`src/rtl/lc3b_types.sv`:
```
// rtl/lc3b_types.sv - shared LC-3b datapath types; way-index and PLRU state types
package lc3b_types;

    typedef logic [1:0] lc3b_2bit;
    typedef logic [2:0] lc3b_3bit;

    localparam lc3b_3bit PLRU_RESET = 3'b000;

endpackage

```
`src/rtl/plru_victim_sel_if.sv`:
```
// rtl/plru_victim_sel_if.sv - hit/alloc/victim-request bus between cache control and PLRU block
interface plru_victim_sel_if
    import lc3b_types::*;
#(
    parameter int INDEX_W = 3
);

    logic               hit_valid;
    logic [INDEX_W-1:0] hit_index;
    lc3b_2bit           hit_way;
    logic               vreq;
    logic [INDEX_W-1:0] vreq_index;
    logic [3:0]         way_valid;
    logic               vack;
    lc3b_2bit           victim_way;
    logic               alloc;
    logic [INDEX_W-1:0] alloc_index;

    modport master (
        output hit_valid, hit_index, hit_way,
        output vreq, vreq_index, way_valid,
        output alloc, alloc_index,
        input  vack, victim_way
    );

    modport slave (
        input  hit_valid, hit_index, hit_way,
        input  vreq, vreq_index, way_valid,
        input  alloc, alloc_index,
        output vack, victim_way
    );

endinterface

```
`src/rtl/plru_victim_dec.sv`:
```
// rtl/plru_victim_dec.sv - combinational tree-PLRU victim decode, 3-bit state to way
module plru_victim_dec
    import lc3b_types::*;
(
    input  lc3b_3bit state,
    output lc3b_2bit way
);

    // Walk away from the most recently used half, then away from its MRU way.
    always_comb begin
        if (state[2]) begin
            way = state[0] ? 2'd3 : 2'd2;
        end else begin
            way = state[1] ? 2'd1 : 2'd0;
        end
    end

endmodule

```
`src/rtl/plru_victim_sel.sv`:
```
// rtl/plru_victim_sel.sv - per-set tree PLRU state and victim responder; PLRU_INVALID_FIRST_EN prefers invalid ways
module plru_victim_sel
    import lc3b_types::*;
#(
    parameter int NUM_SETS = 8,
    parameter int INDEX_W  = 3
)(
    input  logic              clk,
    input  logic              reset,
    plru_victim_sel_if.slave  bus
);

    lc3b_3bit lru_q [NUM_SETS];
    lc3b_3bit lru_d [NUM_SETS];
    logic     vack_q;
    logic     vack_d;
    lc3b_2bit victim_way_q;
    lc3b_2bit victim_way_d;

    logic     hit_en;
    logic     alloc_en;
    lc3b_3bit hit_state;
    lc3b_3bit alloc_base;
    lc3b_3bit req_state;
    lc3b_2bit plru_way;
    lc3b_2bit pick_way;

    function automatic logic in_range(input logic [INDEX_W-1:0] idx);
        return 32'(idx) < 32'(NUM_SETS);
    endfunction

    function automatic lc3b_3bit plru_touch(input lc3b_3bit s, input lc3b_2bit w);
        case (w)
            2'd0:    return {2'b11, s[0]};
            2'd1:    return {2'b10, s[0]};
            2'd2:    return {1'b0, s[1], 1'b1};
            default: return {1'b0, s[1], 1'b0};
        endcase
    endfunction

    // The alloc fills the way presented on the last vack, and lands after any same-set hit.
    always_comb begin
        hit_en     = bus.hit_valid && in_range(bus.hit_index);
        alloc_en   = bus.alloc && in_range(bus.alloc_index);
        hit_state  = plru_touch(lru_q[bus.hit_index], bus.hit_way);
        alloc_base = (hit_en && (bus.hit_index == bus.alloc_index)) ? hit_state
                                                                    : lru_q[bus.alloc_index];
        for (int i = 0; i < NUM_SETS; i++) begin
            lru_d[i] = lru_q[i];
        end
        if (hit_en) begin
            lru_d[bus.hit_index] = hit_state;
        end
        if (alloc_en) begin
            lru_d[bus.alloc_index] = plru_touch(alloc_base, victim_way_q);
        end
    end

    // Requests see this cycle's hit/alloc updates by decoding the next-state value.
    always_comb begin
        req_state = in_range(bus.vreq_index) ? lru_d[bus.vreq_index] : PLRU_RESET;
    end

    plru_victim_dec u_dec (
        .state (req_state),
        .way   (plru_way)
    );

`ifdef PLRU_INVALID_FIRST_EN
    always_comb begin
        pick_way = plru_way;
        if (bus.way_valid != 4'b1111) begin
            pick_way = 2'd3;
            for (int w = 3; w >= 0; w--) begin
                if (!bus.way_valid[w]) begin
                    pick_way = 2'(w);
                end
            end
        end
    end
`else
    logic unused_way_valid;
    assign unused_way_valid = ^bus.way_valid;
    assign pick_way         = plru_way;
`endif

    always_comb begin
        vack_d       = bus.vreq;
        victim_way_d = bus.vreq ? pick_way : victim_way_q;
    end

    always_ff @(posedge clk or posedge reset) begin
        if (reset) begin
            for (int i = 0; i < NUM_SETS; i++) begin
                lru_q[i] <= PLRU_RESET;
            end
            vack_q       <= 1'b0;
            victim_way_q <= 2'd0;
        end else begin
            for (int i = 0; i < NUM_SETS; i++) begin
                lru_q[i] <= lru_d[i];
            end
            vack_q       <= vack_d;
            victim_way_q <= victim_way_d;
        end
    end

    assign bus.vack       = vack_q;
    assign bus.victim_way = victim_way_q;

endmodule

```
`src/flat_wrapper.sv`:
```
// flat-port wrapper written by rule: the top's interface ports become plain ports
module plru_victim_sel_flat import lc3b_types::*;
#(
    parameter int NUM_SETS = 8,
    parameter int INDEX_W  = 3
)
  (clk, reset, bus_hit_valid, bus_hit_index, bus_hit_way, bus_vreq, bus_vreq_index, bus_way_valid, bus_alloc, bus_alloc_index, bus_vack, bus_victim_way);
  plru_victim_sel_if #(.INDEX_W(INDEX_W)) bus_i ();
  input  logic clk;
  input  logic reset;
  input wire logic [$bits(bus_i.hit_valid)-1:0] bus_hit_valid;
  input wire logic [$bits(bus_i.hit_index)-1:0] bus_hit_index;
  input wire logic [$bits(bus_i.hit_way)-1:0] bus_hit_way;
  input wire logic [$bits(bus_i.vreq)-1:0] bus_vreq;
  input wire logic [$bits(bus_i.vreq_index)-1:0] bus_vreq_index;
  input wire logic [$bits(bus_i.way_valid)-1:0] bus_way_valid;
  input wire logic [$bits(bus_i.alloc)-1:0] bus_alloc;
  input wire logic [$bits(bus_i.alloc_index)-1:0] bus_alloc_index;
  output wire logic [$bits(bus_i.vack)-1:0] bus_vack;
  output wire logic [$bits(bus_i.victim_way)-1:0] bus_victim_way;
  assign bus_i.hit_valid = bus_hit_valid;
  assign bus_i.hit_index = bus_hit_index;
  assign bus_i.hit_way = bus_hit_way;
  assign bus_i.vreq = bus_vreq;
  assign bus_i.vreq_index = bus_vreq_index;
  assign bus_i.way_valid = bus_way_valid;
  assign bus_i.alloc = bus_alloc;
  assign bus_i.alloc_index = bus_alloc_index;
  assign bus_vack = bus_i.vack;
  assign bus_victim_way = bus_i.victim_way;
  plru_victim_sel #(.NUM_SETS(NUM_SETS), .INDEX_W(INDEX_W)) u_core (.clk(clk), .reset(reset), .bus(bus_i));
endmodule
```
`config.mk`:
```
export PLATFORM = sky130hd
export DESIGN_NAME = plru_victim_sel_flat
export DESIGN_NICKNAME = d
export VERILOG_FILES = /design/src/rtl/lc3b_types.sv /design/src/rtl/plru_victim_sel_if.sv /design/src/rtl/plru_victim_dec.sv /design/src/rtl/plru_victim_sel.sv /design/src/flat_wrapper.sv
export SDC_FILE = /design/constraint.sdc
export NUM_CORES = 1
export LEC_CHECK = 0
export CORE_UTILIZATION = 35
export CTS_CLUSTER_SIZE = 40
export DETAILED_ROUTE_END_ITERATION = 10
export GPL_ROUTABILITY_DRIVEN = 0
export RECOVER_POWER = 25
export SLEW_MARGIN = 30
export SYNTH_ARGS = -nofsm -noshare
export SYNTH_HDL_FRONTEND = slang
export SYNTH_SLANG_ARGS = --single-unit
```
`constraint.sdc`:
```
create_clock -name clk -period 2.76 [get_ports clk]
set_input_delay 0.276 -clock clk [delete_from_list [all_inputs] [get_ports clk]]
set_output_delay 0.276 -clock clk [all_outputs]
set_load 0.01 [all_outputs]
```
==> impl_metrics.py, run 1 <==
metrics = {
    "grt": {
        "grt_max_degree": 28,
        "grt_use_total_pct": 22.8,
        "grt_first_pass_wirelength_microns": 11100,
        "grt_pass1_vias": 2120,
        "overflow": 0,
        "antenna_found_initial": 0,
    },
    "routing": {
        "drt_wl_total_microns": 6930,
        "post_drt_wl_per_cell_microns": 18.3,
        "drc": 0,
        "firstDrtPassIters": 4,
        "ant_nets": 0,
        "drt_iter0_markers": 222,
        "via_count": 2230,
        "vias_per_cell": 5.90,
    },
    "sta": {
        "finalHoldViolCount": 0,
        "tightest_slew_ns": 1.54,
        "fin_crit_ns": 2.61,
        "slew_violations": 28,
        "finClkSkew_ns": 0.00200,
        "setup_viol": 0,
        "fmaxAchievable_mhz": 383,
        "rsz0062_at_grt": "false",
        "period_share_pct": 94.7,
        "max_slew_margin_pct": -2.73,
    },
    "logic_synthesis": {
        "ys_ff_latch": 27,
        "ys_types": 60,
        "synth.net_count": 270,
        "synth_enable_flop_cells": 0,
        "yosys_warnings": 0,
        "yosysTopAreaCell": "dfrtp_1",
        "ys_seq_area_share_pct": 31.1,
        "synthTopCellsByArea": "dfrtp_1 (31%), mux4_2 (6.2%), nand2_1 (5.9%), a21oi_1 (4.6%), nand4b_1 (2.8%)",
        "synth_top_flop_cell": "dfrtp_1",
        "synthArstFlopShare_pct": 100,
        "syn_avg_cell_area_sq_um": 8.69,
        "synthCells": 250,
        "synth_top_area_share_pct": 31.1,
        "synth.cell_area_sq_um": 2170,
    },
    "finish": {
        "register_area_sq_um": 676,
        "layout-drive-gt1-share_pct": 24.4,
        "num_antenna_cells": 0,
        "final_cell_mix": "buf_4 (47), nand2_1 (34), dfrtp_1 (27)",
        "mostFrequentLayoutCell": "buf_4",
        "instances_no_fill": 378,
        "nets": 324,
        "fill_cells": 607,
        "multi_input_area_sq_um": 1400,
        "area_growth_pct": 29.6,
        "final_area_sq_um": 2820,
    },
    "place": {
        "portBuffers": 18,
        "post_dp_cell_area_sq_um": 2710,
        "dp_cells": 372,
        "dpl.hpwl_microns": 5460,
    },
    "setup_path": {
        "crit_path_start_kind": "register",
        "cpMostUsedCell": "mux4_2",
        "required_ns": 2.92,
        "cpMaxStageDelayCell": "mux4_2",
        "critPathMaxFanout": 5,
        "cpPeakStageDelay_ns": 0.52,
        "rr_startpoint": "u_core.lru_q[22]$_DFF_PP0_",
        "worstPathArrival_ns": 2.77,
        "critPathKind": "register to register",
        "cp-end-kind": "register",
        "cp.buffers_inverters": 0,
        "critical_path.cell_chain": "mux4_2 > or2_0 > a41o_2 > nor3_2 > a31oi_1 > mux4_2 > o2111ai_2 > o311ai_1",
        "crit_family": "multiplexers",
        "critPathLaunch": "u_core.lru_q[22]$_DFF_PP0_",
    },
    "pwr": {
        "powerDensity_nw_per_um2": 543,
        "ir_drop_v": 0.000314,
        "power.leakage_nw": 1.22,
    },
    "clock_tree": {
        "clockBufferDepth": 2,
        "clock_latency_ns": 0.28,
        "clock-root-buffer": "clkbuf_8",
        "cts_tree": "done",
        "clkTransAtPathRegs_ns": 0.09,
        "cts_num_sinks": 27,
        "htree_levels": 1,
        "numCtsBuffers": 3,
    },
    "flow_run": {
        "max_cap_viol_count": 1,
    },
    "outcome": {
        "failed_checks": "max-capacitance violations, max-slew violations",
        "status": "finished, violations left",
    },
    "floorplanning": {
        "core-area_sq_um": 5960,
        "die_y_microns": 80.8,
        "num_rows": 28,
        "die_area_sq_um": 6530,
        "fp.dieW_microns": 80.8,
        "start_util_pct": 36.5,
        "io_pins": 23,
    },
    "worst_hold_path": {
        "hold_start": "u_core.lru_q[8]$_DFF_PP0_",
        "min_path_type": "register to register",
    },
}
[stage by stage]
stage               utilization (%)  setup slack [ns]  power (W)  hold WS (ns)  setup TNS [ns]
floorplan                         -             0.356   0.000992         0.307               0
global route                   47.3            0.0659    0.00163         0.590               0
global placement               45.5            -0.257    0.00126         0.532          -0.291
finish                         47.3             0.146    0.00153         0.570               0
CTS                            46.3            0.0160    0.00151         0.371               0
detailed placement             45.5            -0.277    0.00127         0.547          -0.299
[path summary, 6_finish.rpt]
kind / end / slack, ns / depth (start not counted)
max: u_core.bus.victim_way[0]$_DFFE_PP0P_ / 0.15 / 8
min: u_core.lru_q[8]$_DFF_PP0_ / 0.57 / 2
max reg2reg: u_core.bus.victim_way[0]$_DFFE_PP0P_ / 0.15 / 8
min reg2reg: u_core.lru_q[8]$_DFF_PP0_ / 0.57 / 2
max in group asynchronous: u_core.lru_q[16]$_DFF_PP0_ / 0.91 / 3
min in group asynchronous: u_core.lru_q[15]$_DFF_PP0_ / 0.96 / 3
[power by group]
group / internal, W / switching (W) / leakage [nW]
clock: 0.000104 / 0.000126 / 0.0228
combinational: 0.000355 / 0.000342 / 0.879
sequential: 0.000502 / 0.000102 / 0.317
total: 0.000960 / 0.000571 / 1.22
[registers in the layout, summed over array words and instances (netlist names)]
register	cells
u_core.lru_q	24
u_core.bus.victim_way	2
u_core.bus.vack	1
[repair_timing]
| item | CTS | global route |
|---|---|---|
| hold buffers | 0 | 0 |
| setup endpoints to repair | 0 | 1 |
| gates resized for setup | 0 | 13 |
| setup buffers | 0 | 2 |
| endpoints found under the hold margin | 0 | 0 |
[worst min-delay path: cells and delay by family, from the launching register on]
kind               cells  cell delay [ns]
and+or+nand+nor        1             0.05
AOI/OAI and AO/OA      1             0.11
DFF                    1             0.37
[cells by family after synthesis]
family                    synth area share (%)
buffers and inverters                     6.22
and+or+nand+nor                           24.0
AOI/OAI and AO/OA                         25.4
DFF                                       31.1
muxes                                     12.1
xor gates and xnor gates                  1.21
[metal layers]
metal / global-route usage (%) / part of all wire [%] / up-vias
met5: 0 / 0 / -
met4: 7.86 / 1.5 / 0
met3: 3.60 / 9.3 / 11
met2: 35.0 / 46 / 81
met1: 32.5 / 44 / 1085
li1: - / - / 1053
[Yosys cell counts (3+ instances only)]
cell type,count
xnor2_1,3
a211oi_1,4
o211ai_1,6
nor2b_1,4
or3_1,3
nor2_1,16
clkbuf_1,9
nor3_1,8
mux4_2,6
inv_1,12
nand2_1,34
nand3b_1,5
a31oi_1,6
nand4b_1,7
o21ai_0,4
dfrtp_1,27
mux2i_1,6
o21ai_1,5
nand4_1,3
a21oi_1,20
o21a_1,5
buf_2,6
[final cells by class]
type | count | area share (%)
Multi-Input combinational cell | 193 | 49.7
Sequential cell | 27 | 24.0
Timing Repair Buffer | 67 | 19.8
Tap cell | 75 | 3.33
Clock buffer | 4 | 1.60
Inverter | 12 | 1.60
(Power assumes the default switching activity.)
==> inputs of run 2 (changes only) <==
CTS_BUF_LIST = sky130_fd_sc_hd__clkbuf_8   (was unset)
==> run 2 against run 1 <==
Clock power barely moved. Fmax barely moved. Global-route usage unchanged. Utilization unchanged. Sequential power is essentially flat. Count of clock-buffer cells in the layout shrank 1. The flow still finishes with violations (max-capacitance violations, max-slew violations). Non-clock buffer count did not move. Wire length hardly changed. Critical path depth unchanged. Design area unchanged. First-iteration DRC count rose by 0.45%. Cell count did not move. Largest power group unchanged.
==> impl_metrics.py, run 2 (synthesis gave the netlist of run 1 again) <==
metrics = {
    "worst_hold_path": {
        "hold_end": "u_core.lru_q[8]$_DFF_PP0_",
        "min_path_type": "register to register",
        "whs_path_depth": 2,
        "hold_start": "u_core.lru_q[8]$_DFF_PP0_",
    },
    "clock_tree": {
        "clkTransAtPathRegs_ns": 0.10,
        "numCtsBuffers": 3,
        "clock-root-buffer": "clkbuf_8",
        "cts_num_sinks": 27,
        "htree_levels": 1,
        "clock_latency_ns": 0.28,
        "holdBufCountCts": 0,
        "clockBufferDepth": 2,
        "cts_tree": "done",
    },
    "finish": {
        "instances_no_fill": 378,
        "final_cell_mix": "buf_4 (47), nand2_1 (34), dfrtp_1 (27)",
        "mostFrequentLayoutCell": "buf_4",
        "area_growth_pct": 29.6,
        "num_antenna_cells": 0,
        "registers.top_by_ff_count": "u_core.lru_q",
        "layout-drive-gt1-share_pct": 24.4,
        "largest_reg_flops": 24,
        "final_area_sq_um": 2820,
        "nets": 324,
        "utilization_pct": 47.3,
    },
    "pwr": {
        "ir_drop_v": 0.000314,
        "power.leakage_nw": 1.22,
        "powerDensity_nw_per_um2": 543,
    },
    "routing": {
        "via_count": 2220,
        "drt_iter0_markers": 223,
        "drc": 0,
        "drt_wl_total_microns": 6930,
        "ant_nets": 0,
        "firstDrtPassIters": 4,
        "post_drt_wl_per_cell_microns": 18.3,
        "vias_per_cell": 5.87,
    },
    "setup_path": {
        "rr_startpoint": "u_core.lru_q[22]$_DFF_PP0_",
        "required_ns": 2.92,
        "critPathKind": "register to register",
        "critPathMaxFanout": 5,
        "worstPathArrival_ns": 2.78,
        "r2r_end": "u_core.bus.victim_way[0]$_DFFE_PP0P_",
        "cp-end-kind": "register",
        "crit_path_start_kind": "register",
        "reg2reg_slack_ns": 0.15,
        "r2r_cells": 8,
    },
    "floorplanning": {
        "fp.dieW_microns": 80.8,
        "io_pins": 23,
        "die_y_microns": 80.8,
        "core-area_sq_um": 5960,
        "die_area_sq_um": 6530,
        "start_util_pct": 36.5,
        "num_rows": 28,
    },
    "sta": {
        "fmaxAchievable_mhz": 383,
        "slew_violations": 28,
        "fin_crit_ns": 2.61,
        "finalHoldViolCount": 0,
        "finClkSkew_ns": 0.00511,
        "max_slew_margin_pct": -3.30,
        "tns_ns": 0,
        "setup_viol": 0,
        "tightest_slew_ns": 1.55,
        "period_share_pct": 94.7,
        "rsz0062_at_grt": "false",
        "holdWs_ns": 0.568,
    },
    "grt": {
        "overflow": 0,
        "grt_use_total_pct": 22.8,
        "grt_pass1_vias": 2120,
        "grt_max_degree": 28,
        "grt_first_pass_wirelength_microns": 11100,
        "antenna_found_initial": 0,
    },
    "place": {
        "post_dp_cell_area_sq_um": 2710,
        "dp_cells": 372,
        "dpl.hpwl_microns": 5460,
        "portBuffers": 18,
    },
    "outcome": {
        "failed_checks": "max-capacitance violations, max-slew violations",
        "status": "finished, violations left",
    },
    "flow_run": {
        "max_cap_viol_count": 1,
    },
}
==> run 2: changes by cell type in the layout (fill, tap and decap cells not counted) <==
cell / previous run / this run
clkbuf_1: 2 / 1
inv_1: 12 / 13
==> run 2: area by class of cell <==
class / instances / area [sq um]
clock buffers: 3 / 41.3
clock inverters: 1 / 3.75
fillers: 607 / 3140
inverters: 12 / 45.0
multi-input cells: 193 / 1400
flip-flops and latches: 27 / 676
well taps: 75 / 93.8
repair buffers: 67 / 558
==> run 2: repair_timing <==
| action | CTS | global route |
|---|---|---|
| endpoints found under the hold margin | 0 | 0 |
| buffers inserted | 0 | 2 |
| gates resized for setup | 0 | 13 |
| endpoints found under the setup margin | 0 | 1 |
==> run 2: per-stage QoR <==
| stage | worst slack (ns) | total power [W] |
|---|---|---|
| global route | 0.0664 | 0.00162 |
| finish | 0.146 | 0.00153 |
| detailed placement | -0.277 | 0.00127 |
| global placement | -0.257 | 0.00126 |
| floorplan | 0.356 | 0.000992 |
| CTS | 0.0165 | 0.00150 |
==> run 2: layer usage <==
metal	part of all wire, %	global-route usage, %	vias up
met5	0	0	-
met4	1.5	7.86	0
met3	8.8	3.60	11
met2	46	35.0	84
met1	44	32.5	1073
li1	-	-	1052
==> run 2: where the power goes <==
group / switching, W / leakage (nW) / internal [W]
clock network: 0.000129 / 0.0269 / 0.000100
registers: 0.000102 / 0.317 / 0.000502
logic: 0.000341 / 0.879 / 0.000355
total: 0.000572 / 1.22 / 0.000956
==> run 2: worst max-delay path: stages (launching register included) <==
cell	delay, ns
dfrtp_1	0.43
mux4_2	0.45
or2_0	0.23
a41o_2	0.34
nor3_2	0.16
a31oi_1	0.08
mux4_2	0.52
o2111ai_2	0.17
o311ai_1	0.11
==> run 2: how the worst max path moves through the flow <==
stage | slack, ns | cells past startpoint | end | from
global route | 0.07 | 12 | u_core.bus.victim_way[0]$_DFFE_PP0P_ | bus_hit_index[2]
global placement | -0.26 | 9 | u_core.bus.victim_way[0]$_DFFE_PP0P_ | bus_alloc_index[0]
finish | 0.15 | 8 | u_core.bus.victim_way[0]$_DFFE_PP0P_ | u_core.lru_q[22]$_DFF_PP0_
detailed placement | -0.28 | 9 | u_core.bus.victim_way[0]$_DFFE_PP0P_ | bus_alloc_index[0]
CTS | 0.02 | 9 | u_core.bus.victim_way[0]$_DFFE_PP0P_ | bus_alloc_index[0]
floorplan | 0.36 | 8 | u_core.bus.victim_way[0]$_DFFE_PP0P_ | u_core.lru_q[7]$_DFF_PP0_
==> inputs of run 3 (changes only) <==
CTS_CLUSTER_DIAMETER = 50   (was unset)
==> results of run 3 <==
Same layout as run 2: the final DEF is identical, and so are final timing and power.
